## config.mk

```make
export PLATFORM = sky130hd
export DESIGN_NAME = mem_scan_ctrl
export DESIGN_NICKNAME = d
export VERILOG_FILES = /design/src/rtl/mem_scan_ctrl.sv
export SDC_FILE = /design/constraint.sdc
export NUM_CORES = 1
export LEC_CHECK = 0
export ABC_CLOCK_PERIOD_IN_PS = 2210
export BUFFER_PORTS_ARGS = -buffer_cell sky130_fd_sc_hd__clkbuf_2
export CAP_MARGIN = 20
export CELL_PAD_IN_SITES_DETAIL_PLACEMENT = 1
export CELL_PAD_IN_SITES_GLOBAL_PLACEMENT = 2
export CORE_ASPECT_RATIO = 0.6
export CORE_UTILIZATION = 32
export DETAILED_ROUTE_END_ITERATION = 10
export GPL_ROUTABILITY_DRIVEN = 0
export PLACE_DENSITY_LB_ADDON = 0.3
export SYNTH_ARGS = -nofsm -noshare
export SYNTH_HDL_FRONTEND = slang
export SYNTH_SLANG_ARGS = --single-unit
```

## constraint.sdc

```tcl
create_clock -name clk -period 2.21 [get_ports clk]
set_clock_uncertainty 0.2 [all_clocks]
set_input_delay 0.663 -clock clk [delete_from_list [all_inputs] [get_ports clk]]
set_output_delay 0.663 -clock clk [all_outputs]
set_load 0.005 [all_outputs]
```

## src/rtl/mem_scan_ctrl.sv

```systemverilog
// rtl/mem_scan_ctrl.sv - debounced push-button address scanner feeding a memory word to the display driver
module mem_scan_ctrl #(
  parameter int DEBOUNCE_CYCLES = 1000000,
  parameter int ADDR_W          = 5,
  parameter int DATA_W          = 32,
  parameter int MEM_DEPTH       = 32
) (
  input  logic              clk,
  input  logic              rst_n,
  input  logic              btn_next_s,
  input  logic              btn_prev_s,
  input  logic              sel_imem,
  output logic [ADDR_W-1:0] mem_addr,
  input  logic [DATA_W-1:0] imem_rdata,
  input  logic [DATA_W-1:0] dmem_rdata,
  output logic [DATA_W-1:0] disp_data,
  output logic              disp_valid,
  input  logic              disp_ready,
  output logic              scan_busy
);

  localparam int CNT_W = $clog2(DEBOUNCE_CYCLES + 1);

  typedef enum logic [1:0] {
    S_IDLE = 2'd0,
    S_ADDR = 2'd1,
    S_READ = 2'd2,
    S_HOLD = 2'd3
  } state_t;

  logic [1:0] btn_s;
  logic [1:0] press_p;

  assign btn_s = {btn_prev_s, btn_next_s};

  // Index 0 debounces "next", index 1 debounces "prev".
  for (genvar b = 0; b < 2; b++) begin : g_deb
    logic [CNT_W-1:0] cnt_q, cnt_d;
    logic             stable_q, stable_d;
    logic             press_q, press_d;

    always_comb begin
      cnt_d    = '0;
      stable_d = stable_q;
      press_d  = 1'b0;
      if (btn_s[b] != stable_q) begin
        if (cnt_q == CNT_W'(DEBOUNCE_CYCLES - 1)) begin
          stable_d = btn_s[b];
          press_d  = btn_s[b];
        end else begin
          cnt_d = cnt_q + CNT_W'(1);
        end
      end
    end

    always_ff @(posedge clk or negedge rst_n) begin
      if (!rst_n) begin
        cnt_q    <= '0;
        stable_q <= 1'b0;
        press_q  <= 1'b0;
      end else begin
        cnt_q    <= cnt_d;
        stable_q <= stable_d;
        press_q  <= press_d;
      end
    end

    assign press_p[b] = press_q;
  end

  state_t              state_q, state_d;
  logic [ADDR_W-1:0]   addr_q, addr_d;
  logic                sel_q, sel_d;
  logic [DATA_W-1:0]   data_q, data_d;
  logic                valid_q, valid_d;
  logic [ADDR_W-1:0]   addr_inc, addr_dec;

  assign addr_inc = (addr_q == ADDR_W'(MEM_DEPTH - 1)) ? '0 : addr_q + ADDR_W'(1);
  assign addr_dec = (addr_q == '0) ? ADDR_W'(MEM_DEPTH - 1) : addr_q - ADDR_W'(1);

  always_comb begin
    state_d = state_q;
    addr_d  = addr_q;
    sel_d   = sel_q;
    data_d  = data_q;
    valid_d = valid_q;
    unique case (state_q)
      S_IDLE: begin
        // A display-source change wins over any press landing in the same cycle.
        if (sel_imem != sel_q) begin
          sel_d   = sel_imem;
          state_d = S_ADDR;
        end else if (press_p[0] && !press_p[1]) begin
          addr_d  = addr_inc;
          state_d = S_ADDR;
        end else if (press_p[1] && !press_p[0]) begin
          addr_d  = addr_dec;
          state_d = S_ADDR;
        end
      end
      S_ADDR: state_d = S_READ;
      S_READ: begin
        data_d  = sel_q ? imem_rdata : dmem_rdata;
        valid_d = 1'b1;
        state_d = S_HOLD;
      end
      S_HOLD: begin
        if (disp_ready) begin
          valid_d = 1'b0;
          state_d = S_IDLE;
        end
      end
      default: state_d = S_IDLE;
    endcase
  end

  // Reset lands in ADDR so word 0 is shown without any button activity.
  always_ff @(posedge clk or negedge rst_n) begin
    if (!rst_n) begin
      state_q <= S_ADDR;
      addr_q  <= '0;
      sel_q   <= 1'b0;
      data_q  <= '0;
      valid_q <= 1'b0;
    end else begin
      state_q <= state_d;
      addr_q  <= addr_d;
      sel_q   <= sel_d;
      data_q  <= data_d;
      valid_q <= valid_d;
    end
  end

  assign mem_addr   = addr_q;
  assign disp_data  = data_q;
  assign disp_valid = valid_q;
  assign scan_busy  = (state_q != S_IDLE);

endmodule

```

* After elaboration in Yosys (flattened, before gate mapping)
Cells that the tools add are included.
** Word-level totals
- Input bits :: 70
- Register bits :: 85
- Logic and storage cells :: 62
- Output and inout port bits :: 39
** Operators by class
- Equal/unequal tests :: 11
- Multiplexer cells :: 20
- Bitwise operators :: 1
- Add/subtract/negate cells :: 4
- Reductions and logical operators :: 15
** Operators by type and width (count)
- 20-bit two-way mux :: 4
- 20-bit by 1-bit adder with 20-bit output, second input constant :: 2
- 20-bit equality test, second input constant :: 2
- 32-bit two-way mux :: 1
- 5-bit two-way mux :: 4
- 2-bit AND reduction :: 5
- 2-bit two-way mux :: 4
- 2-bit one-hot mux with 4 select lines :: 1
- 2-bit nonzero test :: 3
- 5-bit by 1-bit adder with 5-bit output, second input constant :: 1
- 5-bit equality test, second input constant :: 1
- 5-bit zero test :: 1
- 1-bit two-way mux :: 5
- 5-bit by 1-bit subtractor with 5-bit output, second input constant :: 1
- 2-bit equality test, second input constant :: 2
- 4-bit inequality test, second input constant :: 1
- 1-bit inequality test :: 3
- 3-bit AND reduction :: 1
- 2-bit by 1-bit equality test with 1-bit output, second input constant :: 1
- 1-bit logical AND :: 2
- 1-bit zero test :: 2
- 2-bit zero test :: 1
- 2-bit inequality test, second input constant :: 1
- 1-bit one-hot mux with 2 select lines :: 1
- 1-bit inverter :: 1

* Logic depth before layout (Yosys ltp)
- Depth in word-level cells :: 6
- Depth in mapped cells :: 7
- Gate-level depth less buffers :: 7

* Worst setup path before layout
OpenSTA, ideal clock, no wires.
- Path type :: register -> register
- Start :: register g_deb[0].cnt_q[11]
- End :: register g_deb[0].cnt_q[10]
- Library setup time :: 0.132 ns
- Slack :: 0.169 ns
- Data arrival time :: 1.709 ns
- Stages on the path, launching flop included :: 6
- Path buffers :: 1
- Required time :: 1.878 ns
- Clock period less this slack :: 2.041 ns
- Cells stage by stage :: dfrtp_1 > nor4b_1 > nand4_1 > o2bb2ai_1 > clkbuf_1 > nor2_1
** On the way
- Cells in the longest elaborated chain, start to end :: 3
** RTL lines
- start: declaration :: line 38 : logic [CNT_W-1:0] cnt_q, cnt_d;
- start signal: assignment :: line 62 : cnt_q <= cnt_d;
- 20-bit equality test :: line 47 : if (cnt_q == CNT_W'(DEBOUNCE_CYCLES - 1)) begin
- 20-bit two-way mux :: line 47
- 20-bit two-way mux :: line 46 : if (btn_s[b] != stable_q) begin
- net g_deb[0].cnt_d[10] :: line 38
The timed path passes the listed nets, and every way through them passes these cells.
A chain may end at the register's enable or synchronous reset.

* Worst setup path in the final report
- Start :: register g_deb[0].cnt_q[7]
- End :: register g_deb[0].cnt_q[15]
** On the way
- Cells in the longest elaborated chain, start to end :: 3
- Elaborated cells between the ends (all ways) :: 4
- Classes of those cells :: add/sub (1); eq/ne (1); mux (2)
** RTL lines (line)
- 20-bit by 1-bit adder with 20-bit output or 20-bit equality test (tied branches) :: 51, 47
- 20-bit two-way mux * :: 47
- 20-bit two-way mux * :: 46
- net g_deb[0].cnt_d[15] :: 38
Mark *: on every way through the listed nets, which the timed path passes. The rest lies on a longest branch.

==> impl_results.md <==
* Wire per inst at 15.3 um
* Ys flop type: dfrtp_1
* Unique cell type count in the Yosys netlist at 39
* First-pass GRT wire length at 18600 um
* Post-synthesis sequential area ratio at 50.0%
* Power Density at 984 nW/um2
* Non-Filler Instances at 733
* Top cells by count, synth: 84 x dfrtp_1, 68 x nor2_1, 46 x a21oi_1
* CP arrival at 2190 ps
* Area Overhead vs Synth at 28.9%
* Worst flop-to-flop path endpoint: g_deb[0].cnt_q[15]
* Post-layout min period at 2130 ps
* # diodes at 0
* # setup viols final at 0
* Slew Limit Fails at 0
* Post-Synthesis Cells at 435
* Status: completed
* Core Rows at 32
* Clk slew on worst S/H paths at 70 ps
* Final setup TNS at 0 ps
* CP Capture Point: g_deb[0].cnt_q[15]
* HPWL after DPL at 8220 um
* Synth top area share at 49.4%
* Reg2reg start: g_deb[0].cnt_q[7]
* Final period util at 96.3%
* Vias post-DR at 3613
* Final Routed Wirelength at 11200 um
* Depth of the worst register-to-register path at 5
* Starting density of the core at 33.0%
* Post-synthesis mux area share at 8.56%
* Final Hold Violating Endpoints at 0
* Total Routing Usage GR at 17.6%
* Die Area at 13800 um2
* Slew @ Worst Pin at 524 ps
* DIE WIDTH at 151 um
* Synth Area in XOR/XNOR at 5.77%
* CTS H-tree lvls at 3
* Hold/Removal Path Class: input pin to asynchronous set/reset pin
* Worst VDD drop at 0.000393 V
* CP max FO at 5
* Async set or reset register ratio after synthesis at 100%
* CTS max path bufs at 2
* EDFF count, synth at 0
* Leakage at 2.51 nW
* Area leader, netlist: dfrtp_1
* Yosys Warn Count at 0
* Synth Area in Compound Gates at 9.65%
* Area contributors post-synth: dfrtp_1 49%, mux2i_1 7.8%, nor2_1 6.0%
* Placed Cells at 718
* CTS Sinks at 85
* Count leader, synth: dfrtp_1
* Routed Antenna Nets at 0
* Synth Net Count at 516
* Nets at 640
* Yosys reg bits at 85
* CTS tree: done
* Syn avg cell area at 9.78 um2
* Fmax at 0.470 GHz
* Slew margin rel. at 64.8%
* Drc violations at 0
* Port-buffer cells at 108
* Root Buffer: clkbuf_16
* Core area at 12900 um2
* CP required at 2270 ps
* Share of cells above drive strength 1 at 28.8%
* I/O pin count at 109
* Antenna violations before repair at 0
* Crit. Startpoint: g_deb[0].cnt_q[7]
* Adder-cell share of the synthesized area at 3.24%
* CP startpoint kind: register
* Pin count of the biggest net entering global routing at 86
* Worst Setup Path Type: register to register
* Area of the mapped netlist at 4250 um2
* Worst R2R Setup Slack at 80 ps
* Post-layout util at 42.5%
* Remaining Overflow, GRT at 0
* Max cap viols at 0
* Initial DRC Count at 138
* DR pass1 iterations at 4
* RSZ-0062 raised after global routing: no
* Chip height at 91.3 um
* Vias per cell at 4.93
* Clock Latency Late Sink at 340 ps
* CTS Buf Count at 9
* Post-CTS setup buffer count at 0
* Vias in the first global route at 3666
* Largest family of logic cells by synthesized area: simple AND/OR/NAND/NOR gates
* Crit end category: register
* Synth Area in Simple Gates at 19.9%
==> cells in the final DEF, fill, tap and decap left out, types with 2 or more instances in the layout <==
cell | netlist | layout
nand3_1 | 15 | 15
nand4b_1 | 2 | 2
and2_1 | 2 | 2
nor4_1 | 5 | 5
nand2b_1 | 3 | 3
buf_12 | 0 | 2
xor2_1 | 12 | 12
mux2_2 | 3 | 3
a21oi_1 | 46 | 46
mux2i_1 | 33 | 33
and4_1 | 3 | 3
buf_4 | 0 | 21
inv_1 | 15 | 14
nor2_1 | 68 | 68
dfrtp_1 | 84 | 81
ha_1 | 11 | 9
nor4b_1 | 3 | 3
nand2_1 | 20 | 20
or2_2 | 2 | 2
bufinv_16 | 0 | 2
clkbuf_2 | 1 | 107
o2bb2ai_1 | 3 | 3
nand4_1 | 11 | 11
clkbuf_16 | 0 | 9
o31ai_1 | 4 | 3
or3_1 | 7 | 7
o21ai_0 | 18 | 18
nor3_1 | 12 | 11
dfrtp_2 | 0 | 3
xnor2_1 | 16 | 16
or4_1 | 4 | 4
and3_1 | 5 | 5
==> repair_timing <==
action                     4_1_cts  5_1_grt
hold buffers                     0        0
gates cloned                     0        0
setup endpoints to repair        1        3
gates resized for setup          2        5
==> per-layer routing <==
layer  track usage (%)  share of wire [%]  routed length, um
met4              4.92               0.89                100
met1              23.9                 50               5580
met3              5.63                5.9                663
met2              26.5                 44               4900
met5                 0                  0                  0
==> logic make-up after synthesis <==
group / Yosys count
and+or+nand+nor: 168
AOI/OAI and AO/OA: 75
adders and majority gates: 11
xor gates and xnor gates: 28
buffers and inverters: 32
DFF: 85
muxes: 36
==> how the worst min path moves through the flow <==
stage | to | slack, ps | depth (start not counted)
6_report | disp_data[26] | 140 | 2
5_1_grt | disp_data[26] | 190 | 2
4_1_cts | disp_data[26] | 180 | 2
3_5_place_dp | disp_valid | 310 | 1
3_3_place_gp | g_deb[0].cnt_q[0] | 290 | 1
2_1_floorplan | disp_data[0] | 170 | 0
==> where the power goes <==
| group | internal, W | total [W] | switching (W) |
|---|---|---|---|
| clock network | 0.00101 | 0.00163 | 0.000621 |
| logic | 0.000748 | 0.00166 | 0.000911 |
| registers | 0.00190 | 0.00210 | 0.000195 |
==> worst max-delay path, stage by stage, from the launching register on <==
cell and delay (ps):
dfrtp_1 450, nand4_1 160, buf_4 180, or4_1 570, or3_1 340, a21oi_1 150
==> layout make-up <==
| cell class | count | area, um2 |
|---|---|---|
| inverters | 15 | 56.3 |
| repair buffers | 130 | 733 |
| clock inverters | 4 | 72.6 |
| flip-flops and latches | 85 | 2130 |
| well taps | 170 | 213 |
| multi-input cells | 318 | 2030 |
| fillers | 1527 | 7410 |
| clock buffers | 11 | 243 |
==> state kept, by name, summed over array words and instances (netlist names) <==
name            count
mem_addr            5
disp_valid          1
g_deb.press_q       2
g_deb.stable_q      2
disp_data          32
sel_q               1
g_deb.cnt_q        40
state_q             2
==> stage by stage <==
step	hold slack [ps]	cell area [um2]	power (W)	setup WS, ps
finish	142	5480	0.00539	82.0
global route	186	5480	0.00577	7.70
CTS	181	5470	0.00549	11.3
detailed placement	305	5140	0.00380	56.8
global placement	290	5140	0.00373	137
floorplan	167	4250	0.00307	169
(Power assumes the default switching activity.)
